==> src/rtl/lock_sequencer.sv <==
// Canal lock transit sequencer: arbitrates outer/inner requests, equalises the lock,
// cycles the source gate, transfers water level, then cycles the destination gate.
module lock_sequencer #(
  parameter int DATA_W        = 8,
  parameter int TOL           = 2,
  parameter int GATE_CYCLES   = 16,
  parameter int DWELL_CYCLES  = 64,
  parameter int WATER_TIMEOUT = 1024
) (
  input  logic              clk,
  input  logic              rst,
  input  logic              req_outer,
  input  logic              req_inner,
  input  logic [DATA_W-1:0] lock_level,
  input  logic [DATA_W-1:0] outer_level,
  input  logic [DATA_W-1:0] inner_level,
  input  logic              outer_closed,
  input  logic              inner_closed,
  output logic              outer_cmd,
  output logic              inner_cmd,
  output logic              fill,
  output logic              drain,
  output logic              grant_outer,
  output logic              grant_inner,
  output logic              busy,
  output logic              fault,
  output logic [3:0]        state
);

  localparam int LW = DATA_W + 1;

  typedef enum logic [3:0] {
    IDLE    = 4'd0,
    EQ      = 4'd1,
    OPEN_A  = 4'd2,
    DWELL_A = 4'd3,
    CLOSE_A = 4'd4,
    XFER    = 4'd5,
    OPEN_B  = 4'd6,
    DWELL_B = 4'd7,
    CLOSE_B = 4'd8,
    FAULT   = 4'd9
  } state_t;

  function automatic logic lvl_match(input logic [DATA_W-1:0] lvl, input logic [DATA_W-1:0] tgt);
    logic [LW-1:0] a;
    logic [LW-1:0] b;
    logic [LW-1:0] d;
    a = {1'b0, lvl};
    b = {1'b0, tgt};
    d = (a >= b) ? (a - b) : (b - a);
    return d <= LW'(TOL);
  endfunction

  function automatic logic lvl_below(input logic [DATA_W-1:0] lvl, input logic [DATA_W-1:0] tgt);
    return ({1'b0, lvl} + LW'(TOL)) < {1'b0, tgt};
  endfunction

  function automatic logic lvl_above(input logic [DATA_W-1:0] lvl, input logic [DATA_W-1:0] tgt);
    return {1'b0, lvl} > ({1'b0, tgt} + LW'(TOL));
  endfunction

  function automatic logic [15:0] sat_inc(input logic [15:0] t);
    return (t == 16'hFFFF) ? t : t + 16'd1;
  endfunction

  state_t      state_q, state_d;
  logic [15:0] timer_q;
  logic        pend_outer_q, pend_inner_q;
  logic        last_inner_q, last_d;
  logic        side_inner_q, side_d;
  logic        grant_q, grant_d;
  logic        fill_q, drain_q, fill_d, drain_d;
  logic        outer_cmd_q, inner_cmd_q;
  logic        take_outer, take_inner;
  logic        gates_closed;
  logic        src_closed, dst_closed;
  logic [DATA_W-1:0] src_lvl, dst_lvl;
  logic        phase_a_open, phase_b_open;
  logic        open_outer, open_inner;

  // Round robin: on a tie the side that was not served last wins.
  assign take_outer   = pend_outer_q & (~pend_inner_q | last_inner_q);
  assign take_inner   = pend_inner_q & (~pend_outer_q | ~last_inner_q);
  assign gates_closed = outer_closed & inner_closed;
  assign src_lvl      = side_inner_q ? inner_level  : outer_level;
  assign dst_lvl      = side_inner_q ? outer_level  : inner_level;
  assign src_closed   = side_inner_q ? inner_closed : outer_closed;
  assign dst_closed   = side_inner_q ? outer_closed : inner_closed;

  always_comb begin
    state_d = state_q;
    grant_d = grant_q;
    side_d  = side_inner_q;
    last_d  = last_inner_q;
    fill_d  = 1'b0;
    drain_d = 1'b0;
    case (state_q)
      IDLE: begin
        if (take_outer || take_inner) begin
          state_d = EQ;
          grant_d = 1'b1;
          side_d  = take_inner;
          last_d  = take_inner;
        end
      end
      EQ: begin
        if (!gates_closed)                               state_d = FAULT;
        else if (lvl_match(lock_level, src_lvl))         state_d = OPEN_A;
        else if (timer_q >= 16'(WATER_TIMEOUT))          state_d = FAULT;
        else begin
          fill_d  = lvl_below(lock_level, src_lvl);
          drain_d = lvl_above(lock_level, src_lvl);
        end
      end
      OPEN_A: begin
        if (!src_closed)                                 state_d = DWELL_A;
        else if (timer_q >= 16'(GATE_CYCLES))            state_d = FAULT;
      end
      DWELL_A: begin
        if (timer_q >= 16'(DWELL_CYCLES - 1))            state_d = CLOSE_A;
      end
      CLOSE_A: begin
        if (src_closed)                                  state_d = XFER;
        else if (timer_q >= 16'(GATE_CYCLES))            state_d = FAULT;
      end
      XFER: begin
        if (!gates_closed)                               state_d = FAULT;
        else if (lvl_match(lock_level, dst_lvl))         state_d = OPEN_B;
        else if (timer_q >= 16'(WATER_TIMEOUT))          state_d = FAULT;
        else begin
          fill_d  = lvl_below(lock_level, dst_lvl);
          drain_d = lvl_above(lock_level, dst_lvl);
        end
      end
      OPEN_B: begin
        if (!dst_closed)                                 state_d = DWELL_B;
        else if (timer_q >= 16'(GATE_CYCLES))            state_d = FAULT;
      end
      DWELL_B: begin
        if (timer_q >= 16'(DWELL_CYCLES - 1))            state_d = CLOSE_B;
      end
      CLOSE_B: begin
        if (dst_closed) begin
          state_d = IDLE;
          grant_d = 1'b0;
        end else if (timer_q >= 16'(GATE_CYCLES)) begin
          state_d = FAULT;
        end
      end
      FAULT:   state_d = FAULT;
      default: state_d = FAULT;
    endcase
    if (state_d == FAULT) begin
      grant_d = 1'b0;
      fill_d  = 1'b0;
      drain_d = 1'b0;
    end
  end

  // Gate commands are decoded from the next state so they change with the state register.
  assign phase_a_open = (state_d == OPEN_A) || (state_d == DWELL_A);
  assign phase_b_open = (state_d == OPEN_B) || (state_d == DWELL_B);
  assign open_outer   = (phase_a_open && !side_d) || (phase_b_open &&  side_d);
  assign open_inner   = (phase_a_open &&  side_d) || (phase_b_open && !side_d);

  always_ff @(posedge clk or negedge rst) begin
    if (!rst) begin
      state_q      <= IDLE;
      timer_q      <= 16'd0;
      pend_outer_q <= 1'b0;
      pend_inner_q <= 1'b0;
      last_inner_q <= 1'b1;
      side_inner_q <= 1'b0;
      grant_q      <= 1'b0;
      fill_q       <= 1'b0;
      drain_q      <= 1'b0;
      outer_cmd_q  <= 1'b1;
      inner_cmd_q  <= 1'b1;
    end else begin
      state_q      <= state_d;
      timer_q      <= (state_d != state_q) ? 16'd0 : sat_inc(timer_q);
      pend_outer_q <= (state_q == IDLE && take_outer) ? 1'b0 : (pend_outer_q | req_outer);
      pend_inner_q <= (state_q == IDLE && take_inner) ? 1'b0 : (pend_inner_q | req_inner);
      last_inner_q <= last_d;
      side_inner_q <= side_d;
      grant_q      <= grant_d;
      fill_q       <= fill_d & ~drain_d;
      drain_q      <= drain_d & ~fill_d;
      outer_cmd_q  <= ~open_outer;
      inner_cmd_q  <= ~open_inner;
    end
  end

  // Water moves only with both gates commanded and reported closed, checked live so a
  // gate dropping open cuts fill/drain in the same cycle rather than one cycle later.
  assign fill        = fill_q  & gates_closed & outer_cmd_q & inner_cmd_q;
  assign drain       = drain_q & gates_closed & outer_cmd_q & inner_cmd_q;
  assign outer_cmd   = outer_cmd_q;
  assign inner_cmd   = inner_cmd_q;
  assign grant_outer = grant_q & ~side_inner_q;
  assign grant_inner = grant_q &  side_inner_q;
  assign busy        = (state_q != IDLE);
  assign fault       = (state_q == FAULT);
  assign state       = state_q;

endmodule

==> config.mk <==
export PLATFORM = sky130hd
export DESIGN_NAME = lock_sequencer
export DESIGN_NICKNAME = d
export VERILOG_FILES = /design/src/rtl/lock_sequencer.sv
export SDC_FILE = /design/constraint.sdc
export NUM_CORES = 1
export LEC_CHECK = 0
export CAP_MARGIN = 25
export CORE_MARGIN = 3
export CORE_UTILIZATION = 60
export CTS_CLUSTER_SIZE = 10
export DETAILED_ROUTE_END_ITERATION = 16
export GPL_ROUTABILITY_DRIVEN = 0
export PLACE_DENSITY_LB_ADDON = 0.05
export SLEW_MARGIN = 40
export SYNTH_ARGS = -nofsm -noshare
export SYNTH_HDL_FRONTEND = slang
export SYNTH_SLANG_ARGS = --single-unit
==> constraint.sdc <==
create_clock -name clk -period 5.1 [get_ports clk]
set_input_delay 0.765 -clock clk [delete_from_list [all_inputs] [get_ports clk]]
set_output_delay 0.765 -clock clk [all_outputs]
set_load 0.01 [all_outputs]
### Word-level counts from Yosys, hierarchy flattened

Index checks and enable logic that the tools add are counted.

* add/subtract/negate cells: 8
* magnitude comparators: 11
* equal/unequal tests: 19
* mux-type cells: 46
* bitwise gates (word level): 25
* reductions and logical operators: 17

Operators with widths (number)
* 2-to-1 mux 4 bit: 13
* case mux 4 bit (9 select lines): 1
* subtractor 8 x 8 -> 9 bit: 4
* 2-to-1 mux 16 bit: 2
* adder 8 x 2 -> 9 bit (second input constant): 3
* equality test 4 x 3 -> 1 bit (second input constant): 6
* 2-to-1 mux 1 bit: 23
* greater-than comparator 8 x 9 -> 1 bit: 2
* <= comparator 9 x 2 -> 1 bit (second input constant): 2
* < comparator 9 x 8 -> 1 bit: 2
* 2-to-1 mux 9 bit: 2
* adder 16 x 1 -> 16 bit (second input constant): 1
* equality test 16 bit (second input constant): 1
* equality test 4 x 2 -> 1 bit (second input constant): 4
* >= comparator 16 x 11 -> 1 bit (second input constant): 1
* >= comparator 16 x 5 -> 1 bit (second input constant): 1
* >= comparator 16 x 6 -> 1 bit (second input constant): 1
* >= comparator 8 bit: 2
* 2-to-1 mux 8 bit: 2
* bitwise AND 1 bit: 13
* equality test 4 bit (second input constant): 3
* inverter 1 bit: 8
* logical AND 1 bit: 6
* inequality test 3 bit (second input constant): 2
* other kinds (12): 21

* register bits: 29
* input port bits: 30
* output and inout bits: 12
* word-level logic and storage cells: 137

### Depth between registers and ports, before layout

Gate-level depths: netlist of run 1.

* depth in word-level cells: 12
* gate-level depth with buffers: 16
* mapped depth without buffers: 12

### Worst setup path after synthesis of run 1

Ideal clock, no wire load.

* path kind: reg-to-reg
* start point: register side_inner_q
* end point: register timer_q[12]
* data arrival time: 3.943 ns
* data required time: 4.978 ns
* path slack: 1.035 ns
* cell stages (with the launch flop): 16
* buffers on the path: 4
* cell sequence: dfrtp_1 clkbuf_1 buf_2 buf_2 mux2i_1 inv_1 fa_1 xor2_1 o221ai_1 a211o_1 a2111o_1 nor4_1 a211oi_1 nor4_4 buf_6 nor3_2

* word-level cells in the longest chain between the ends: 9
* elaborated cells on any way between the ends: 26
* those cells by class: add/sub (4); order compare (4); eq/ne (2); mux (16)

Ends and longest elaborated chain
* start: declaration: line 71 `logic side_inner_q, side_d;`
* start signal: assignment: line 186 `side_inner_q <= side_d;`
* 2-to-1 mux 8 bit (on tied branches): line 87, 86
* subtractor 8 x 8 -> 9 bit / >= comparator 8 bit (equally long branches): line 51 `d = (a >= b) ? (a - b) : (b - a);`
* 2-to-1 mux 9 bit: line 51
* <= comparator 9 x 2 -> 1 bit: line 52 `return d <= LW'(TOL);`
* 2-to-1 mux 4 bit (on tied branches): line 129, 109
* 2-to-1 mux 4 bit (on tied branches): line 128, 108
* case mux 4 bit (9 select lines) *: line 98 `case (state_q)`
* inequality test 4 bit *: line 182 `timer_q <= (state_d != state_q) ? 16'd0 : sat_inc(timer_q);`
* inequality test 2 bit (no source line) / 2-to-1 mux 16 bit (equally long branches)
* end signal: assignment: line 182
* end: declaration: line 68 `logic [15:0] timer_q;`

Mark *: on every way between the ends. The rest lies on a longest branch, timed or not.
A chain may end at the register's enable or synchronous reset.

### Worst setup path in the final report of run 1

* start point: register side_inner_q
* end point: register timer_q[2]

The elaborated chain is that of the path after synthesis.

==> metrics.md, run 1 <==
| Metric | Value |
|---|---|
| Endpoints failing hold | 0 |
| Global-route wire length before repair | 20550 µm |
| Post-route cell area | 5260 µm² |
| Gr usage total | 0.2818 |
| Setup TNS | 0 ns |
| Synth area leader | ha_1 |
| Synth top area share | 0.1780 |
| Critical Path, Cell by Cell | mux2i_1, inv_1, ha_1, and2_1, o21ai_1, a211o_1, a2111o_1, nor4_1, a211oi_1, nor4_4, buf_4, nor3_1 |
| Vias in the first global route | about 4400 |
| Synth cell types | 77 |
| Crit path depth | 12 |
| Pleak | 2.256 nW |
| Tcrit/Tclk final | 0.8913 |
| Die W | 94.61 µm |
| RSZ-0062 raised after global routing | no |
| Data required, critical path | 5.26 ns |
| Slew Limit Fails | 0 |
| Fmax | roughly 0.22 GHz |
| Max clock buf depth | 2 |
| Layout Skew | between 0.008 and 0.009 ns |
| Routed Antenna Nets | 0 |
| Worst reg-to-reg path cell count | 12 |
| Register area share after synthesis | 0.1548 |
| Post-synth top flop | dfrtp_1 |
| Slew @ Worst Pin | between 0.7 and 0.8 ns |
| Delay-heaviest family, CP | compound AO/OA/AOI/OAI gates |
| HPWL after DPL | approximately 9400 µm |
| Worst-path maximum fanout | 16 |
| Fraction of registers with async set/reset | 1.000 |
| Setup WS post-layout | between 0.5 and 0.6 ns |
| Worst r2r src | side_inner_q |
| Total CTS buffers | 5 |
| Final setup fails | 0 |
| Cts repair resizes | 0 |
| Num ports | 42 |
| Via count | between 4000 and 5000 |
| Avg Inst Size Synth | 8.279 µm² |
| Clk Latency, worst-skew pair | between 0.2 and 0.3 ns |
| Initial Util | 0.6326 |
| Dominant cells by area after synthesis | ha_1, dfrtp_1, mux2i_1 |
| Rows | 31 |
| Met3 Use GR | 0.03267 |
| Final wirelength | 12190 µm |
| Post-Syn Area | 4711 µm² |
| Max-capacitance violation count | 0 |
| Area Overhead vs Synth | 11.66% |
| H-tree depth | 2 |
| CP Buf/Inv Count | 2 |
| Worst setup startpoint | side_inner_q |
| R2r endpoint | timer_q[2] |
| Clock slew at the register clock pins of the worst setup and hold paths | around 0.070 ns |
| Peak supply drop | between 100 and 150 µV |
| Critical Path Sink | timer_q[2] |
| Slew margin rel. | 0.4878 |
| Placed inst area | ~5000 µm² |
| Port bufs | between 40 and 50 |
| Crit path largest cell delay | 0.84 ns |
| Grt peak-use layer | met2 |
| DRC | 0 |
| Startpoint type of the worst setup path | flip-flop |
| Slowest-stage cell, CP | dfrtp_1 |
| Total power | 0.8158 mW |
| Clock root buffer | clkbuf_8 |
| Power per standard cell area | approximately 160 nW/µm² |
| ANT cells | 0 |
| Tmin final | approximately 4.5 ns |
| Syn Inst Count | between 500 and 600 |
| Crit path DAT | 4.71 ns |
| Top-count cell post-synth | ha_1 |
| Post-CTS setup buffer count | 0 |
| Largest net degree at the start of global routing | 30 |
| Initial antenna violation count | 0 |
| Nets | around 700 |
| Place WS | approximately 0.45 ns |
| CP Class | flip-flop to flip-flop |
| Crit end category | flip-flop |
| Vias per cell | 6.404 |
| Yosys warns | 0 |
| #FFs+latches synth | 29 |
| Die Area | 8950 µm² |
| Synth Net Count | 670 |
| Worst reg-to-reg setup slack | about 0.55 ns |
| CTS tree | yes |
| Post-synth top cells | ha_1, nor2_1, inv_1 |
| Met1 Use GR | 0.3901 |
| Die Height | roughly 95 µm |
| Remaining Overflow, GRT | 0 |
| Status | finished clean |
| Post-synth EDFFs | 0 |
| Layout cells sized above 1 | 0.08306 |
| WL per Instance | 17.39 µm |
| Hold WC Path Type | flip-flop to flip-flop |
| Clk sinks | 29 |
| M2 GR Usage | 0.4639 |
| Initial DRC count | 247 |
| Drt first pass iters | 5 |
| Core Region | 7447 µm² |
| # hold bufs at CTS | 0 |
-- worst reg2reg max path, delay by kind of cell (launching register included) --
family	cells	cell delay, ns
compound gates	4	0.99
simple gates	4	0.90
flops	1	0.84
mux	1	0.69
fa+ha+maj	1	0.58
buf+inv	2	0.43
-- cells in the final DEF (no fill, tap or decap), types with 8 or more instances in the layout --
cell | Yosys | final
nand3_1 | 19 | 19
a21oi_1 | 36 | 36
o21ai_0 | 23 | 23
ha_1 | 67 | 67
dfrtp_1 | 26 | 26
o21a_1 | 14 | 14
inv_1 | 39 | 39
nor2b_1 | 9 | 9
nor3_1 | 23 | 23
clkdlybuf4s50_1 | 0 | 41
nor2_1 | 42 | 42
xnor2_1 | 22 | 22
mux2i_1 | 22 | 22
nand2_1 | 29 | 29
and3_1 | 8 | 8
xor2_1 | 19 | 19
buf_4 | 0 | 8
nand4_1 | 9 | 9
nor3_2 | 10 | 10
-- area by class of cell --
cell class              count  area, µm²
multi-input cells         477       3670
inverters                  39      146.4
clock inverters             2      37.54
clock buffers               6      82.58
repair buffers             49      470.5
fillers                   643       2187
well taps                  99      123.9
flip-flops and latches     29      729.5
-- flip-flops by register name (all words and copies together), names as in the netlist --
name,count
timer_q,16
side_inner_q,1
fill_q,1
last_inner_q,1
inner_cmd,1
grant_q,1
pend_outer_q,1
outer_cmd,1
drain_q,1
pend_inner_q,1
state,4
-- report_power, final --
part / switching (mW) / internal, mW
clock network: 0.0950 / 0.159
registers: 0.0000000000000000629 / 0.230
logic: 0.191 / 0.141
total: 0.286 / 0.530
-- cell families (layout without fill, tap and decap cells) --
group,count (synthesis),after routing,share of synthesized area
AOI/OAI and AO/OA,146,146,0.2194
DFF,29,29,0.1548
muxes,23,23,0.04914
buffers and inverters,63,96,0.06613
and+or+nand+nor,196,196,0.2393
adders and majority gates,71,71,0.1950
xor gates and xnor gates,41,41,0.07623
-- through the flow --
step             util  hold slack, ns  instances
2_1_floorplan       -          0.4694        569
3_3_place_gp   0.6902          0.4869        693
3_5_place_dp   0.6902          0.4924        693
4_1_cts        0.7063          0.5026        701
5_1_grt        0.7063          0.5538        701
6_report       0.7063          0.5100        701
-- how the worst min path moves through the flow --
stage	endpoint	start	slack, ns	depth (start not counted)
3_5_place_dp	last_inner_q	last_inner_q	0.49	2
5_1_grt	last_inner_q	last_inner_q	0.55	2
4_1_cts	last_inner_q	last_inner_q	0.50	2
6_report	last_inner_q	last_inner_q	0.51	2
2_1_floorplan	drain_q	rst	0.47	0
3_3_place_gp	last_inner_q	last_inner_q	0.49	2
-- metal layers --
layer  up-vias  wire length [µm]
li1       2166                 -
met1      2154              5688
met2       147              5713
met3        22               565
met4         0               221
met5         -                 0
Note: power is estimated with default switching activity, not from simulation.
==> inputs of run 2 (changes only) <==
CORE_UTILIZATION = 28   (was 60)
GPL_ROUTABILITY_DRIVEN = unset   (was 0)
==> run 2 against run 1 <==
  * Power is 6.7% higher
  * Critical path depth is 2 higher
  * Die area increased by 110%
  * Count of clock-buffer cells in the layout down 1
  * First-iteration DRC count increased by 25%
  * Utilization decreased by 36 points
  * Sequential cell count unchanged
  * Register-to-register slack improved by 0.17 ns
  * Combinational power is 5% higher
  * Setup slack improved by 0.17 ns
  * Highest routed layer unchanged
  * Clock power is 15% higher
  * Global-route usage decreased by 12 points
==> metrics.md, run 2 (synthesis gave the netlist of run 1 again) <==
| Metric | Value |
|---|---|
| Slew margin rel. | 0.5767 (+0.08897) |
| Worst r2r src | side_inner_q |
| Biggest register | timer_q |
| Number of flip-flops in the largest register | 16 (unchanged) |
| CP Class | flip-flop to flip-flop |
| Max clock buf depth | 2 (unchanged) |
| Peak supply drop | 110.9 µV (+6.4%) |
| Worst-path maximum fanout | 16 (unchanged) |
| Remaining Overflow, GRT | 0 (unchanged) |
| Clk Latency, worst-skew pair | 0.28 ns (about the same) |
| R2r endpoint | timer_q[1] |
| WL per Instance | 17.69 µm (+1.8%) |
| Largest net degree at the start of global routing | 30 (unchanged) |
| Initial DRC count | 308 (+25%) |
| Worst reg-to-reg path cell count | 14 (+2) |
| Global-route wire length before repair | 23980 µm (+17%) |
| Clock slew at the register clock pins of the worst setup and hold paths | 0.05 ns (-0.02 ns) |
| Pleak | 2.342 nW (+3.8%) |
| Die Area | 18420 µm² (+110%) |
| Crit path DAT | 4.53 ns (-0.18 ns) |
| Tcrit/Tclk final | 0.8582 (-0.03304) |
| Rows | 46 (+48%) |
| # hold bufs at CTS | 0 (unchanged) |
| Nets | 717 (+2.1%) |
| Post-CTS setup buffer count | 0 (unchanged) |
| Total power | 0.8704 mW (+6.7%) |
| HPWL after DPL | 11900 µm (+26%) |
| Startpoint type of the worst setup path | flip-flop |
| Hold WC Path Type | flip-flop to flip-flop |
| Layout fillers | 1754 (+170%) |
| Num ports | 42 (unchanged) |
| Most common cell after layout, fill and taps aside | ha_1 |
| CTS tree | yes |
| Final setup fails | 0 (unchanged) |
| Initial antenna violation count | 0 (unchanged) |
| Gp weighted congestion | around 0.82 |
| Max-capacitance violation count | 0 (unchanged) |
| ANT cells | 0 (unchanged) |
| RSZ-0062 raised after global routing | no |
| Slew @ Worst Pin | 0.6311 ns (-0.1373 ns) |
| DRC | 0 (unchanged) |
| FF/Latch Area | 729.5 µm² (unchanged) |
| H-tree depth | 2 (unchanged) |
| Multi-input logic area | 3670 µm² (unchanged) |
| Crit end category | flip-flop |
| Clock root buffer | clkbuf_16 |
| Tmin final | 4.377 ns (-0.1685 ns) |
| Status | finished clean |
| Clk sinks | 29 (unchanged) |
| Initial Util | 0.2913 (-0.3413) |
| Fmax | 0.2285 GHz (+3.8%) |
| Worst Hold Launch | last_inner_q |
| Via count | 4424 (-1.4%) |
| Cts repair resizes | 0 (unchanged) |
| Worst reg-to-reg setup slack | 0.72 ns (+0.17 ns) |
| Total CTS buffers | 5 (unchanged) |
| Final wirelength | 14740 µm (+21%) |
| Gr usage total | 0.1629 (-0.1189) |
| Hold depth | 2 (unchanged) |
| Layout Skew | 0.008014 ns (-0.0002806 ns) |
| Slew Limit Fails | 0 (unchanged) |
| Die Height | 135.7 µm (+43%) |
| Power per standard cell area | 157.1 nW/µm² (+1.3%) |
| Core Region | 16170 µm² (+120%) |
| Die W | 135.7 µm (+43%) |
| Routed Antenna Nets | 0 (unchanged) |
| Data required, critical path | 5.25 ns (about the same) |
| WHS Endpoint | last_inner_q |
| Vias in the first global route | 4544 (+3.9%) |
| Drt first pass iters | 4 (-1) |
| Layout cells sized above 1 | 0.1053 (+0.02229) |
| Port bufs | 41 (unchanged) |
| Setup TNS | 0 ns (unchanged) |
| Endpoints failing hold | 0 (unchanged) |
| Vias per cell | 5.311 (-17%) |
| Area Overhead vs Synth | 17.64% |
| Commonest cells after routing, fill and taps aside | ha_1, nor2_1, clkdlybuf4s50_1 |
run 2: cell types whose count changed in the layout (fill, tap and decap cells not counted):
cell,delta
bufinv_16,-1
clkinv_2,+2
clkbuf_16,+5
buf_4,+15
clkbuf_8,-6
run 2: final cells by class:
class,count,area share
clock buffers,5,0.02258
clock inverters,3,0.003161
inverters,39,0.02642
multi-input cells,477,0.6622
flip-flops and latches,29,0.1316
well taps,216,0.04877
repair buffers,64,0.1052
run 2: worst max-delay path by stage:
stage / startpoint / endpoint / cells after the start
final: side_inner_q / timer_q[1] / 14
after global routing: side_inner_q / timer_q[1] / 14
after CTS: side_inner_q / timer_q[3] / 14
after detailed placement: outer_level[1] / timer_q[3] / 13
after global placement: outer_level[1] / timer_q[2] / 13
after floorplan: side_inner_q / timer_q[12] / 15
run 2: critical path: stages (launching register included):
cell,delay [ns]
dfrtp_1,0.74
buf_4,0.26
mux2i_1,0.19
buf_4,0.17
inv_1,0.07
ha_1,0.57
and2_1,0.26
o21ai_1,0.09
a211o_1,0.33
a2111o_1,0.42
nor4_1,0.32
a211oi_1,0.18
nor4_4,0.24
buf_4,0.31
nor3_1,0.10
run 2: power breakdown:
group,switching (mW),leakage (nW),internal [mW]
sequential,0.0000000000000000625,0.364,0.230
clock,0.113,0.0696,0.179
combinational,0.200,1.91,0.148
run 2: stage by stage:
| stage | util | instance area, µm² | std cells | hold slack, ns | worst slack, ns |
|---|---|---|---|---|---|
| floorplan | - | 4711 | 569 | 0.4694 | 1.035 |
| global placement | 0.3338 | 5399 | 825 | 0.4931 | 0.5495 |
| detailed placement | 0.3338 | 5399 | 825 | 0.5002 | 0.5385 |
| CTS | 0.3426 | 5542 | 833 | 0.5086 | 0.7066 |
| global route | 0.3426 | 5542 | 833 | 0.5186 | 0.3298 |
| finish | 0.3426 | 5542 | 833 | 0.5003 | 0.7230 |
run 2: layer usage:
| layer | routed length (µm) | GRT usage | vias up |
|---|---|---|---|
| li1 | - | - | 2197 |
| met1 | 7410 | 0.2325 | 2131 |
| met2 | 6697 | 0.2627 | 79 |
| met3 | 352 | 0.02043 | 17 |
| met4 | 276 | 0.03583 | 0 |
| met5 | 0 | 0 | - |
==> inputs of run 3 (changes only) <==
CAP_MARGIN = unset   (was 25)
==> results of run 3 <==
Same layout as run 2: the final DEF is identical, and so are final timing and power.
==> variant 1 (config.mk and constraints of run 3) <==
Make the reset (`rst`) synchronous in one clocked block.
--- a/src/rtl/lock_sequencer.sv
+++ b/src/rtl/lock_sequencer.sv
@@ -164,7 +164,7 @@
   assign open_outer   = (phase_a_open && !side_d) || (phase_b_open &&  side_d);
   assign open_inner   = (phase_a_open &&  side_d) || (phase_b_open && !side_d);
 
-  always_ff @(posedge clk or negedge rst) begin
+  always_ff @(posedge clk) begin
     if (!rst) begin
       state_q      <= IDLE;
       timer_q      <= 16'd0;
Function: differs if rst is asserted again (counterexample within 4 cycles, from zero or initial values and one cycle with rst low); with rst held inactive, the same outputs for 10 cycles.
==> variant 1 against run 3 <==
- setup slack lost 110 ps
- area after synthesis shrank 0.50%
- synthesized cell count grew 6.3%
- cell area shrank 0.43%
- first-iteration DRC count shrank 1.9%
- routed wire length shrank 1.6%
- sequential cell count is the same
Power is not compared: it rests on default switching activity, and its combinational part moved more than twofold at a synthesized area within 25%.
==> variant 1: results (changes against run 3) <==
* Reg2reg start: side_inner_q$_SDFF_PN0_
* Post-synth ARST share at 0% (-100 points)
* R2r endpoint: timer_q[4]$_SDFFE_PP0P_
* Critical Path Source: outer_level[1]
* WS Path Type: in2reg
* Register area share after synthesis at 12.39% (-3.1 points)
* Placed Instances at 855 (+3.6%)
* Placed inst area at 0.005353 mm² (-0.86%)
* Nets at 747 (+4.2%)
* Post-synthesis adder-cell area fraction at 19.59% (+0.099 points)
* Multi-input gate area at 0.003799 mm² (+3.5%)
* Fill count at 1727 (-1.5%)
* Vias in the first global route at 4337 (-4.6%)
* Status: finished, final reports clean
* Post-Synth XOR/XNOR Area at 6.540% (-1.1 points)
* Final Skew at 4.662 ps (-3.352 ps)
* Predominant post-synthesis flop cell: dfxtp_1
* Multi-input gates at 510 (+6.9%)
* Clock-cell share at 2.857% (+0.28 points)
* Layout inverter count without the clock tree at 38 (-2.6%)
* Routed WL at 14.50 mm (-1.6%)
* Fmax at 223.0 MHz (-2.4%)
* Post-synth cell types at 70 (-9.1%)
* Max-Slew Margin vs Limit at 56.95% (-0.72 points)
* Place WS at 316.2 ps (-222.4 ps)
* Worst path slowest cell: a31oi_4
* Number of detailed-route iterations in the first pass at 7 (+3)
-- variant 1: layer usage --
layer / wire, µm / up-vias / global-route usage [%]
li1: - / 2309 / -
met1: 7474 / 2100 / 23.53
met2: 6439 / 93 / 24.67
met3: 447 / 14 / 2.192
met4: 139 / 0 / 2.464
met5: 0 / - / 0
-- variant 1: how the worst min path moves through the flow --
stage | endpoint | depth (start not counted) | startpoint | slack (ps)
6_report | grant_q$_SDFFE_PP0P_ | 2 | grant_q$_SDFFE_PP0P_ | 510
3_3_place_gp | grant_q$_SDFFE_PP0P_ | 2 | grant_q$_SDFFE_PP0P_ | 500
5_1_grt | grant_q$_SDFFE_PP0P_ | 2 | grant_q$_SDFFE_PP0P_ | 540
3_5_place_dp | grant_q$_SDFFE_PP0P_ | 2 | grant_q$_SDFFE_PP0P_ | 510
2_1_floorplan | grant_q$_SDFFE_PP0P_ | 2 | grant_q$_SDFFE_PP0P_ | 460
4_1_cts | grant_q$_SDFFE_PP0P_ | 2 | grant_q$_SDFFE_PP0P_ | 510
==> variant 2 (flow settings as in run 3) <==
Made on the original files. Set the parameter `DATA_W` to 6 (it was 8).
--- a/src/rtl/lock_sequencer.sv
+++ b/src/rtl/lock_sequencer.sv
@@ -1,7 +1,7 @@
 // Canal lock transit sequencer: arbitrates outer/inner requests, equalises the lock,
 // cycles the source gate, transfers water level, then cycles the destination gate.
 module lock_sequencer #(
-  parameter int DATA_W        = 8,
+  parameter int DATA_W        = 6,
   parameter int TOL           = 2,
   parameter int GATE_CYCLES   = 16,
   parameter int DWELL_CYCLES  = 64,
Ports: changed (resized inner_level, lock_level and outer_level); port bits go from 42 to 36. No check against the original RTL was run, so the function may have changed too.
==> variant 2 against run 3 <==
- critical endpoint is now timer_q[4]$_DFFE_PN0P_
- setup slack gained 170 ps
- cell area shrank 22%
- area after synthesis shrank 22%
- sequential cell count stayed put
- clock skew shrank 3.6 ps
- critical path type is now in2reg
- routed wire length is 34% lower
Power is not compared: it rests on default switching activity, and its combinational part moved more than twofold at a synthesized area within 25%.
==> variant 2: results (changes against run 3) <==
* GR Util met3 at 1.310% (-0.73 points)
* First-pass GRT wire length at 16.56 mm (-31%)
* Clk Latency, worst-skew pair at 280 ps (about the same)
* Non-clock buffer count at 39 (-39%)
* DR WL met3 at 259 µm (-26%)
* Worst path slowest cell: o21ai_2
* Via-per-instance ratio at 4.891 (-7.9%)
* R2R Setup Slk at 1010 ps (+290 ps)
* Met2 wire len at 4.661 mm (-30%)
* IO buf count at 35 (-15%)
* Post-synth cell types at 68 (-12%)
* Number of synthesis warnings at 0 (unchanged)
* Post-detail-place hpwl at 7.910 mm (-34%)
* Synth Area per Inst at 8.374 µm² (+1.1%)
* CTS clock-pin slew for the worst setup and hold paths at 50 ps (about the same)
* Register area share after synthesis at 19.98% (+4.5 points)
* Met1 Track Usage GR at 19.07% (-4.2 points)
* Placed Instances at 634 (-23%)
* Crit path to: timer_q[4]$_DFFE_PN0P_
* M1 WL at 4.738 mm (-36%)
* Syn Inst Count at 436 (-23%)
* Critical Path Source: inner_level[1]
* Number of detailed-route iterations in the first pass at 5 (+1)
* Largest cells by area after synthesis: ha_1 18%, dfrtp_1 18%, mux2i_1 5.5%
* Critical path data arrival time at 4340 ps (-190 ps)
* Final Skew at 4.459 ps (-3.554 ps)
* Routed WL at 9.798 mm (-34%)
* Nets at 550 (-23%)
* Final instance area at 0.004322 mm² (-22%)
* Placed inst area at 0.004179 mm² (-23%)
* Grt met2 use at 23.78% (-2.5 points)
* NonClk Buf Share at 8.801% (-1.7 points)
* Multi-input combinational area share at 63.00% (-3.2 points)
* Clock-cell share at 3.301% (+0.73 points)
* Slew @ Worst Pin at 695.3 ps (+64.26 ps)
* PwrDens at 351.6 mW/mm²
* Fraction of final layout cells sized beyond drive strength 1 at 6.170% (-4.4 points)
* Status: finished, final reports clean
* Syn nets at 517 (-23%)
* Multi-input gates at 359 (-25%)
* Routability-driven placement congestion ratio at 0.7804 (-4.7%)
* Fill count at 1371 (-22%)
* Layout inverter count without the clock tree at 35 (-10%)
* Vias at 3140 (-29%)
* Hold Slack at 513.3 ps (+13.00 ps)
* Worst path max stage delay at 540 ps (-200 ps)
* Largest net degree at the start of global routing at 30 (unchanged)
## variant 2: cell types whose count changed after synthesis, moves of 4 or more
cell             run 3  this run
inv_1               39        35
o22ai_1              4         0
o211ai_1             4         0
ha_1                67        53
a21oi_1             36        17
a31oi_1              6         1
buf_2                9         3
xor2_1              19        13
a211oi_1             7         1
nor3_2              10         0
nor3_1              23         7
nand2_1             29        23
## variant 2: critical path, delay by kind of cell
| family | cells | cell delay, ps |
|---|---|---|
| AOI/OAI and AO/OA | 6 | 1590 |
| buffers and inverters | 2 | 640 |
| muxes | 2 | 680 |
| adders and majority gates | 1 | 490 |
| and+or+nand+nor | 2 | 160 |
## variant 2: cell families after synthesis
kind of cell,Yosys count,synth area share (%)
AO/OA/AOI/OAI,96,18.40
AND/OR/NAND/NOR,152,22.04
flip-flops,29,19.98
XOR/XNOR,32,7.677
buffers and inverters,48,5.449
adder cells (fa/ha/maj),57,20.36
multiplexers,22,6.100
